$ cat src/rtl/gf180mcu_fd_sc_mcu9t5v0__cg_ctrl.sv
// Clock-gate controller: sequences the enable of a downstream integrated
// clock gate through OFF -> WAKE -> ON -> DRAIN -> OFF, so the consumer only
// sees ACK once the gated clock has had WAKE_CYC cycles to start, and the
// clock stays up for an idle-hold window after activity stops.
module gf180mcu_fd_sc_mcu9t5v0__cg_ctrl #(
  parameter int IDLE_W   = 8,
  parameter int WAKE_CYC = 2   // 1..15
) (
  input  logic              CLK,
  input  logic              RST,
  input  logic              REQ,
  input  logic              TE,
  input  logic [IDLE_W-1:0] IDLE_LIM,
  output logic              E,
  output logic              ACK,
  output logic [1:0]        STATE,
  output logic [15:0]       WAKE_CNT
);

  typedef enum logic [1:0] {
    S_OFF   = 2'b00,
    S_WAKE  = 2'b01,
    S_ON    = 2'b10,
    S_DRAIN = 2'b11
  } state_e;

  // Wake counter is loaded with WAKE_CYC-1 so WAKE lasts exactly WAKE_CYC cycles.
  localparam logic [3:0]  WAKE_LOAD = 4'(WAKE_CYC - 1);
  localparam logic [15:0] CNT_MAX   = 16'hFFFF;

  state_e            state_q, state_d;
  logic [3:0]        wake_q,  wake_d;
  logic [IDLE_W-1:0] idle_q,  idle_d;
  logic [15:0]       wcnt_q,  wcnt_d;

  // State and counter registers; synchronous reset wins over everything.
  always_ff @(posedge CLK) begin
    if (RST) begin
      state_q <= S_OFF;
      wake_q  <= '0;
      idle_q  <= '0;
      wcnt_q  <= '0;
    end else begin
      state_q <= state_d;
      wake_q  <= wake_d;
      idle_q  <= idle_d;
      wcnt_q  <= wcnt_d;
    end
  end

  // Next-state and counter update logic.
  always_comb begin
    state_d = state_q;
    wake_d  = wake_q;
    idle_d  = idle_q;
    wcnt_d  = wcnt_q;
    case (state_q)
      S_OFF: begin
        if (REQ) begin
          state_d = S_WAKE;
          wake_d  = WAKE_LOAD;
          if (wcnt_q != CNT_MAX) wcnt_d = wcnt_q + 16'd1;
        end
      end
      S_WAKE: begin
        // WAKE never aborts: REQ is not looked at here.
        if (wake_q == '0) state_d = S_ON;
        else              wake_d  = wake_q - 4'd1;
      end
      S_ON: begin
        if (!REQ) begin
          state_d = S_DRAIN;
          idle_d  = IDLE_LIM;   // limit is captured once, on DRAIN entry
        end
      end
      S_DRAIN: begin
        if (REQ) begin
          state_d = S_ON;
          idle_d  = '0;
        end else if (idle_q == '0) begin
          state_d = S_OFF;
        end else begin
          idle_d  = idle_q - 1'b1;
        end
      end
      default: state_d = S_OFF;
    endcase
  end

  // Outputs decode the registered state; TE forces the clock on regardless.
  always_comb begin
    E        = TE | (state_q != S_OFF);
    ACK      = TE | (state_q == S_ON) | (state_q == S_DRAIN);
    STATE    = state_q;
    WAKE_CNT = wcnt_q;
  end

endmodule

$ cat config.mk
export PLATFORM = sky130hd
export DESIGN_NAME = gf180mcu_fd_sc_mcu9t5v0__cg_ctrl
export DESIGN_NICKNAME = d
export VERILOG_FILES = /design/src/rtl/gf180mcu_fd_sc_mcu9t5v0__cg_ctrl.sv
export SDC_FILE = /design/constraint.sdc
export NUM_CORES = 1
export LEC_CHECK = 0
export ABC_AREA = 0
export BUFFER_PORTS_ARGS = -buffer_cell sky130_fd_sc_hd__clkbuf_2
export CAP_MARGIN = 20
export CORE_UTILIZATION = 35
export CTS_BUF_LIST = sky130_fd_sc_hd__clkbuf_8
export DETAILED_ROUTE_END_ITERATION = 7
export PLACE_DENSITY = 0.59
export SLEW_MARGIN = 0
export SYNTH_ARGS = -nofsm -noshare
export SYNTH_HDL_FRONTEND = slang
export SYNTH_SLANG_ARGS = --single-unit
$ cat constraint.sdc
create_clock -name CLK -period 5.38 [get_ports CLK]
set_input_delay 0.807 -clock CLK [delete_from_list [all_inputs] [get_ports CLK]]
set_output_delay 0.807 -clock CLK [all_outputs]
set_load 0.03 [all_outputs]
* After elaboration in Yosys (flattened, before gate mapping) *
Index checks and enable logic that the tools add are counted.

word-level totals
  register bits after elaboration = 30
  bits of input ports = 12
  output and inout bits = 20
  word-level logic and storage cells = 43

cells by class
  $add $sub $neg = 3
  equal/unequal tests = 10
  mux-type cells = 13
  bitwise gates (word level) = 3
  reductions and logical operators = 10

operator list
  operator                                                            count
  8-bit two-way mux                                                   3
  16-bit by 1-bit adder with 16-bit output, second input constant     1
  16-bit inequality test, second input constant                       1
  8-bit one-hot mux with 2 select lines                               1
  2-bit two-way mux                                                   5
  3-bit AND reduction                                                 3
  8-bit logical NOT                                                   1
  4-bit two-way mux                                                   2
  2-bit inequality test, second input constant                        4
  2-bit one-hot mux with 4 select lines                               1
  4-bit one-hot mux with 2 select lines                               1
  8-bit by 1-bit subtractor with 8-bit output, second input constant  1
  3-bit inequality test, second input constant                        2
  2-bit nonzero test                                                  3
  2-bit == test, second input constant                                2
  4-bit logical NOT                                                   1
  4-bit AND reduction                                                 1
  4-bit by 1-bit subtractor with 4-bit output, second input constant  1
  1-bit OR                                                            3
  2-bit by 1-bit == test with 1-bit output, second input constant     1
  2-bit logical NOT                                                   1

* Longest topological paths before layout *
Gate-level depths: netlist of run 1.

  word-level depth = 4
  mapped depth = 7
  depth with buffers taken out = 6

* Worst setup path after synthesis of run 1 *
OpenSTA, ideal clock, no wires.

  kind = input -> register
  start = in REQ
  end = reg wcnt_q[11] (netlist: WAKE_CNT[11])
  library setup time = 121 ps
  data arrival time = 1998 ps
  required time = 5259 ps
  slack = 3261 ps
  stages on the path = 5
  path buffers = 1
  cells stage by stage = nor3b_4 nand4_2 buf_6 nor4b_1 mux2_2

on the way
  longest elaborated chain between the ends = 1

RTL lines
  element                        line  RTL
  start: declaration             11    input logic REQ,
  3-bit AND reduction (no line)  -
  end signal: assignment         47    wcnt_q <= wcnt_d;
  end: declaration               34    logic [15:0] wcnt_q, wcnt_d;

Every way passes these cells.
A chain may end at the register's enable or synchronous reset.

* Final worst setup path of run 1 *
  start = in REQ
  end = reg wcnt_q[12] (netlist: WAKE_CNT[12])

Same word-level chain as after synthesis.

==> results of run 1 <==
cells by family (layout without fill, tap and decap cells):
kind of cell | after synthesis | count (layout)
mux | 6 | 6
fa+ha+maj | 4 | 4
buf+inv | 20 | 48
compound gates | 51 | 51
flops | 30 | 30
simple gates | 90 | 90
xor+xnor | 2 | 2
worst paths after layout:
path / start / end / slack [ns]
setup / recovery: REQ / WAKE_CNT[12] / 3.15
hold / removal: wake_q[0] / wake_q[0] / 0.51
setup reg to reg: idle_q[0] / idle_q[6] / 3.25
hold reg to reg: wake_q[0] / wake_q[0] / 0.51
Yosys cell counts (all sizes together), types with 3 or more instances:
master and instances:
dfxtp 30, a21oi 18, nor2 12, inv 9
nand3 9, nor3 9, nand2 8, or4 8
a211oi 7, clkbuf 7, nor2b 6, nor4 6
o21ai 6, o31ai 6, or2 6, mux2 5
buf 4, ha 4, nand2b 4, nand4 4
or3 4, a31oi 3, nor4b 3
report_power, final:
part	leakage (nW)	switching [mW]	total [mW]	internal [mW]
Sequential	0.243	0.0178	0.251	0.233
Clock	0.0472	0.0941	0.197	0.103
Combinational	0.437	0.0627	0.107	0.0439
Total	0.728	0.174	0.554	0.380
per-layer routing:
metal  up-vias  track usage  part of all wire
li1        831            -                 -
met1       745        0.245              0.53
met2        25        0.226              0.43
met3         4       0.0470             0.037
met4         0       0.0654             0.010
met5         -            0                 0
worst reg2reg max path: stages, from the launching register on:
cell and delay [ns]:
dfxtp_1 0.32, inv_1 0.15, ha_1 0.18, or4b_4 0.49
o311ai_4 0.55, a21oi_1 0.08, o311ai_0 0.26
layout make-up:
class,instances,area share
clock inverter,2,0.00618
multi-input combinational,153,0.522
timing repair buffer,31,0.0766
inverter,9,0.0167
clock buffer,6,0.0408
tap,67,0.0414
sequential,30,0.297
stage by stage:
step,setup WS (ns),hold slack (ns)
finish,3.15,0.509
CTS,3.14,0.510
floorplan,3.26,0.468
global placement,2.92,0.498
global route,2.97,0.545
detailed placement,2.84,0.497
flip-flops by register name (all words and copies together), names as in the netlist:
name      cells
WAKE_CNT     16
idle_q        8
wake_q        4
STATE         2
==> reports/metrics.cfg, run 1 <==
[global_routing]
overflow=0
grtUsageTotal=0.167
grt_pass1_wl_um=6800
grt_start_max_net_pins=39
grt_pass1_vias=1411
antenna_found_initial=0

[cts]
cts_resized=0
clock_latency_ns=0.29
cts_buffers=5
ctsRootBufferMaster=clkbuf_8
clock_sinks=30
cts_tree=done
cts_setup_buffers=0
clk_pin_slew_worst_paths_ns=0.07
htreeDepth=2
clock_path_buffers=2
cts_hold_buffers=0

[finish]
drive_gt1_frac=0.251
mostFrequentLayoutCell=clkbuf_2
fin_util=0.426
nets=246
stdcell_count=298
ff_latch_area_sq_um=601
n_antenna_cell=0
final_cell_mix=clkbuf_2 (31), dfxtp_1 (30), a21oi_1 (18)
area_delta_synth_final_pct=15.7
fin_area_sq_um=2020
nFillCells=513
multi_input_area_sq_um=1060

[logic_synthesis]
muxShareOfSynthArea=0.0379
synth.avg_cell_area_sq_um=8.62
yosys.cell_types.count=47
synth.net_count=219
yosys.area_share.simple=0.327
synth.yosys.seq_area_share=0.343
yosysWarnings=0
synth_compound_area_frac=0.200
synth_top_family_by_area=simple AND/OR/NAND/NOR gates
yosysTopAreaCellShare=0.343
synthTopCellsByArea=dfxtp_1 (34%), a21oi_1 (5.2%), or4_1 (3.4%), mux2_2 (3.2%), a211oi_1 (3.0%)
yosys_register_bits=30
syn-instance-count=203
synth_fa_ha_area_frac=0.0286
yosysTopAreaCell=dfxtp_1
synth_area_sq_um=1750
synth_edf_count=0
async_reset_ff_frac=0
synth-main-ff-cell=dfxtp_1
synth_xor_area_frac=0.0100

[sta]
slew_headroom=0.374
rsz0062_at_grt=false
fin_crit_sh=0.414
worst_pin_slew_ns=0.931
fin_skew_ns=0.00441
fmax_ghz=0.449
setup_viol=0
post-route-min-period_ns=2.23
tns_ns=0
finalHoldViolations=0
finalMaxSlewViolations=0

[power_and_ir_drop]
max-vdd-ir-drop_uv=184
p_leak_nw=0.728
power_mw=0.554
powerDensity_nw_per_um2=274

[floorplanning]
num_io_pins=32
initial_core_util=0.368
core_area_sq_um=4750
dieArea_sq_um=5280
rows=25
dieWidth_um=72.7
die_h_um=72.7

[drt]
drc=0
ant_nets=0
num_vias=1605
wl_per_cell_um=13.2
via_per_inst=5.39
wl_um=3940
drt_iter0_markers=106
drt_pre_antenna_iters=4

[hold_path]
whs_path_depth=1
hp-class=flop to flop

[worst_setup_path]
reg2reg_depth=6
worst_path_max_delay_cell=nand3_1
cp.depth=5
cp-start-kind=input pin
path_max_fanout=12
cp_data_required_time_ns=5.56
crit_buf_inv=1
critical_path.top_delay_family=simple AND/OR/NAND/NOR gates
path_class=input pin to flop
critical_path.cell_chain=clkbuf_2 > nor3b_4 > nand3_1 > nor4_1 > mux2_2
arrival_ns=2.41
cpPeakStageDelay_ns=0.39
end_kind=flop

[place]
place_inst=290
port_buffers=31
gp_congestion=0.787
dp.final_hpwl_um=2690
place_area_sq_um=1930

[run_status]
status=finished, final reports clean

[job]
max-cap-violations=0

(Power assumes the default switching activity.)
==> run 2: changes to the inputs <==
--- a/config.mk
+++ b/config.mk
@@ -11,7 +11,7 @@
 export CORE_UTILIZATION = 35
 export CTS_BUF_LIST = sky130_fd_sc_hd__clkbuf_8
 export DETAILED_ROUTE_END_ITERATION = 7
-export PLACE_DENSITY = 0.59
+export PLACE_DENSITY = 0.61
 export SLEW_MARGIN = 0
 export SYNTH_ARGS = -nofsm -noshare
 export SYNTH_HDL_FRONTEND = slang
==> constraint.sdc (replaced) <==
create_clock -name CLK -period 1.8 [get_ports CLK]
set_input_delay 0.27 -clock CLK [delete_from_list [all_inputs] [get_ports CLK]]
set_output_delay 0.27 -clock CLK [all_outputs]
set_load 0.03 [all_outputs]
==> reports/metrics.cfg, run 2 (synthesis gave the netlist of run 1 again) <==
[cts]
cts_buffers=5
clock_sinks=30
clock_path_buffers=2
cts_tree=done
clk_pin_slew_worst_paths_ns=0.07
ctsRootBufferMaster=clkbuf_8
clock_latency_ns=0.29
htreeDepth=2

[drt]
route.met3.wl_um=117
via_per_inst=5.22
ant_nets=0
met1_length_um=2070
wl_um=4260
top_layer_used=met4
wl_met2_um=2040
drc=0
wl_per_cell_um=13.0
drt_pre_antenna_iters=4
drt_iter0_markers=65
num_vias=1713

[worst_setup_path]
cp-start-kind=flop
reg2reg_depth=7
startpoint=idle_q[1]
cp_data_required_time_ns=2.00
r2r_end=idle_q[6]
crit_end=idle_q[6]
rrSetupSlack_ns=-0.07
r2r_start=idle_q[1]
end_kind=flop
path_max_fanout=3
path_class=flop to flop
arrival_ns=2.07

[sta]
fin_ws_ns=-0.0720
rsz0062_at_grt=true
slew_headroom=0.697
fin_crit_sh=1.04
fin_skew_ns=0.00649
setup_viol=4
finalHoldViolations=0
finalMaxSlewViolations=0
worst_pin_slew_ns=0.448
post-route-min-period_ns=1.87
fmax_ghz=0.534
holdWs_ns=0.205
tns_ns=-0.161

[finish]
area_delta_synth_final_pct=33.1
nets=276
drive_gt1_frac=0.414
fin_area_sq_um=2330
mostFrequentLayoutCell=clkbuf_2
nFillCells=487
final_cell_mix=clkbuf_2 (31), buf_4 (28), a21oi_1 (17)
n_antenna_cell=0
largest_register_ffs=16

[floorplanning]
dieWidth_um=72.7
dieArea_sq_um=5280
initial_core_util=0.368
num_io_pins=32
rows=25
die_h_um=72.7
core_area_sq_um=4750

[global_routing]
overflow=0
grtUsageTotal=0.175
grt_start_max_net_pins=21
grt_pass1_wl_um=7070
antenna_found_initial=0
grt_pass1_vias=1551

[hold_path]
hp-class=input pin to flop

[place]
place_area_sq_um=2160
dp.final_hpwl_um=3120
port_buffers=31
gp_congestion=0.783

[power_and_ir_drop]
max-vdd-ir-drop_uv=444
p_leak_nw=0.898
powerDensity_nw_per_um2=783

[job]
max-cap-violations=0

[run_status]
violations=setup timing
status=complete, but fails checks

==> run 2: cell types whose count changed in the layout (fill, tap and decap cells not counted), moves of 2 or more <==
cell      before  now
buf_6          0    2
o21ai_0        6    3
o21ai_1        0    3
dfxtp_2        0   13
inv_1          9    7
clkbuf_8       6    8
buf_4          0   28
dfxtp_1       30   16
inv_2          0    2
==> run 2: layout make-up <==
type | instances | area [sq um] | area share
Clock buffer | 8 | 110 | 0.0473
Multi-Input combinational cell | 153 | 1090 | 0.469
Timing Repair Buffer | 61 | 388 | 0.167
Tap cell | 67 | 83.8 | 0.0360
Sequential cell | 30 | 621 | 0.267
Inverter | 9 | 33.8 | 0.0145
==> run 2: metal layers <==
metal	vias up	GRT usage
met5	-	0
met4	0	0.0588
met3	4	0.0539
met2	19	0.285
met1	802	0.220
li1	888	-
==> run 2: power breakdown <==
group	total (mW)	switching (mW)	internal [mW]	leakage (nW)
logic	0.448	0.241	0.206	0.590
clock network	0.652	0.266	0.386	0.0575
registers	0.724	0.0278	0.697	0.250
==> run 2: how the worst min path moves through the flow <==
stage	startpoint	to	cells past startpoint
after global routing	IDLE_LIM[6]	idle_q[6]	3
after detailed placement	WAKE_CNT[8]	WAKE_CNT[8]	1
final	IDLE_LIM[7]	idle_q[7]	3
after global placement	WAKE_CNT[8]	WAKE_CNT[8]	1
after floorplan	IDLE_LIM[7]	idle_q[7]	2
after CTS	IDLE_LIM[6]	idle_q[6]	3
==> run 2: what timing repair did <==
item,in CTS,in global routing
buffers inserted,0,2
hold buffers,0,0
pin swaps,0,5
resized for setup,1,15
setup endpoints to repair,3,11
==> run 2: stage by stage <==
stage                     setup slack (ns)   util  total power [mW]  cells
after detailed placement           -0.0391  0.454              1.16    318
after global placement             -0.0155  0.454              1.15    318
after global routing                -0.134  0.490              1.92    328
after CTS                          -0.0185  0.477              1.81    326
after floorplan                    -0.0214      -              1.00    203
final                              -0.0720  0.490              1.82    328
==> run 2: worst max-delay path, cell delays in order, from the launching register on <==
cell and delay (ns):
dfxtp_2 0.32, inv_2 0.09, ha_4 0.13, or4b_4 0.47
o311ai_4 0.33, buf_6 0.15, a21oi_2 0.03, o311ai_1 0.26
==> run 3: changes to the inputs <==
--- a/config.mk
+++ b/config.mk
@@ -5,7 +5,7 @@
 export SDC_FILE = /design/constraint.sdc
 export NUM_CORES = 1
 export LEC_CHECK = 0
-export ABC_AREA = 0
+export ABC_AREA = 1
 export BUFFER_PORTS_ARGS = -buffer_cell sky130_fd_sc_hd__clkbuf_2
 export CAP_MARGIN = 20
 export CORE_UTILIZATION = 35
==> reports/metrics.cfg, run 3 <==
[power_and_ir_drop]
p_leak_nw=1.07
max-vdd-ir-drop_uv=581
powerDensity_nw_per_um2=1320

[logic_synthesis]
synth_area_sq_um=1860
yosysTopAreaCell=dfxtp_1
synth_edf_count=0
yosys_register_bits=30
synth.avg_cell_area_sq_um=6.34
yosysWarnings=0
yosysMostFrequentCell=nand2_1
synth-main-ff-cell=dfxtp_1
yosys.cell_types.count=26
syn-instance-count=294
synth.yosys.seq_area_share=0.322
yosysTopAreaCellShare=0.322
synth.net_count=310
synthTopCellsByCount=nand2_1 (94), nor2_1 (40), inv_1 (34)
synthTopCellsByArea=dfxtp_1 (32%), nand2_1 (19%), nor2_1 (8.1%), inv_1 (6.8%), a21oi_2 (4.7%)
async_reset_ff_frac=0

[place]
dp.final_hpwl_um=3260
gp_congestion=0.792
port_buffers=31

[sta]
worst_pin_slew_ns=0.597
fin_skew_ns=0.00686
fmax_ghz=0.597
setup_viol=0
holdWs_ns=0.276
finalHoldViolations=0
rsz0062_at_grt=false
fin_crit_sh=0.931
post-route-min-period_ns=1.68
finalMaxSlewViolations=0
slew_headroom=0.601

[drt]
drt_iter0_markers=80
wl_um=4410
drt_pre_antenna_iters=4
drc=0
num_vias=1875
via_per_inst=4.52
wl_per_cell_um=10.6
ant_nets=0

[global_routing]
overflow=0
busiest_layer=met2
grtUsageTotal=0.180
grt_pass1_wl_um=7650
gr-usage-met3=0.0402
use_met2=0.316
antenna_found_initial=0
gr-usage-met1=0.215
grt_start_max_net_pins=17
grt_pass1_vias=1825

[hold_path]
hp-class=input pin to flop

[finish]
mostFrequentLayoutCell=nand2_1
largest_register_ffs=16
drive_gt1_frac=0.223
fin_util=0.455
nets=360
area_delta_synth_final_pct=24.7
final_cell_mix=nand2_1 (94), nor2_1 (39), inv_1 (34)
n_antenna_cell=0

[cts]
clk_pin_slew_worst_paths_ns=0.07
cts_buffers=5
clock_latency_ns=0.29
cts_tree=done
clock_sinks=30
ctsRootBufferMaster=clkbuf_8
htreeDepth=2
clock_path_buffers=2

[worst_setup_path]
end_kind=output pin
critical_path.top_delay_family=simple AND/OR/NAND/NOR gates
worst_path_max_delay_cell=dfxtp_1
path_class=flop to output pin
arrival_ns=1.41
path_max_fanout=10
crit_buf_inv=2
cpPeakStageDelay_ns=0.35
cp_data_required_time_ns=1.53
cp-start-kind=flop
critical_path.cell_chain=buf_4 > nand2_1 > nand3_1 > clkbuf_2

[run_status]
status=finished, final reports clean

[floorplanning]
core_area_sq_um=5110
num_io_pins=32
dieArea_sq_um=5620
rows=26
initial_core_util=0.365
dieWidth_um=75.0
die_h_um=75.0

[job]
max-cap-violations=0

-- run 3: final timing paths --
| path | startpoint | to | slack [ns] | cells after the start |
|---|---|---|---|---|
| setup / recovery | STATE[1] | ACK | 0.12 | 4 |
| hold reg to reg | idle_q[1] | idle_q[1] | 0.52 | 2 |
| hold / removal | IDLE_LIM[7] | idle_q[7] | 0.28 | 5 |
| setup reg to reg | WAKE_CNT[0] | WAKE_CNT[11] | 0.16 | 8 |
-- run 3: routing by layer --
metal	up-vias	part of all wire	wire length [um]
met4	0	0.012	55
met5	-	0	0
met2	35	0.46	2020
met3	6	0.034	150
li1	1026	-	-
met1	808	0.49	2180
-- run 3: kinds of logic (layout without fill, tap and decap cells) --
logic type	after synthesis	count (layout)	share of synthesized area
adder cells (fa/ha/maj)	4	4	0.0268
buffers and inverters	42	93	0.0906
flip-flops	30	30	0.322
AO/OA/AOI/OAI	38	38	0.128
AND/OR/NAND/NOR	169	169	0.381
XOR/XNOR	11	11	0.0517
-- run 3: per-stage QoR --
step / instance area [sq um] / TNS [ns] / power, mW / instances / setup WS [ns]
detailed placement: 2210 / -0.998 / 2.44 / 407 / -0.109
global placement: 2210 / -0.367 / 2.42 / 407 / -0.0432
floorplan: 1860 / 0 / 2.06 / 294 / 0.00847
CTS: 2320 / 0 / 3.10 / 415 / 0.0868
finish: 2320 / 0 / 3.08 / 415 / 0.124
global route: 2320 / 0 / 3.36 / 415 / 0.000281
-- run 3: layout make-up --
class                   instances  area, sq um
flip-flops and latches         30          601
well taps                      70         87.6
inverters                      35          131
repair buffers                 50          298
multi-input cells             222         1100
clock buffers                   8          110
fillers                       562         2780
-- run 3: what timing repair did --
action,in CTS,in global routing
buffers inserted,0,0
hold buffers,0,0
endpoints found under the setup margin,14,0
gates resized for setup,1,0
-- run 3: worst reg2reg max path, delay by kind of cell, from the launching register on --
family / cells / cell delay (ns)
compound gates: 1 / 0.15
fa+ha+maj: 1 / 0.23
flops: 1 / 0.31
simple gates: 6 / 0.88
-- run 3: where the power goes --
part / internal (mW) / leakage [nW] / switching, mW / total (mW)
logic: 0.555 / 0.770 / 0.949 / 1.50
clock network: 0.386 / 0.0575 / 0.274 / 0.660
registers: 0.816 / 0.244 / 0.0970 / 0.913
total: 1.76 / 1.07 / 1.32 / 3.08
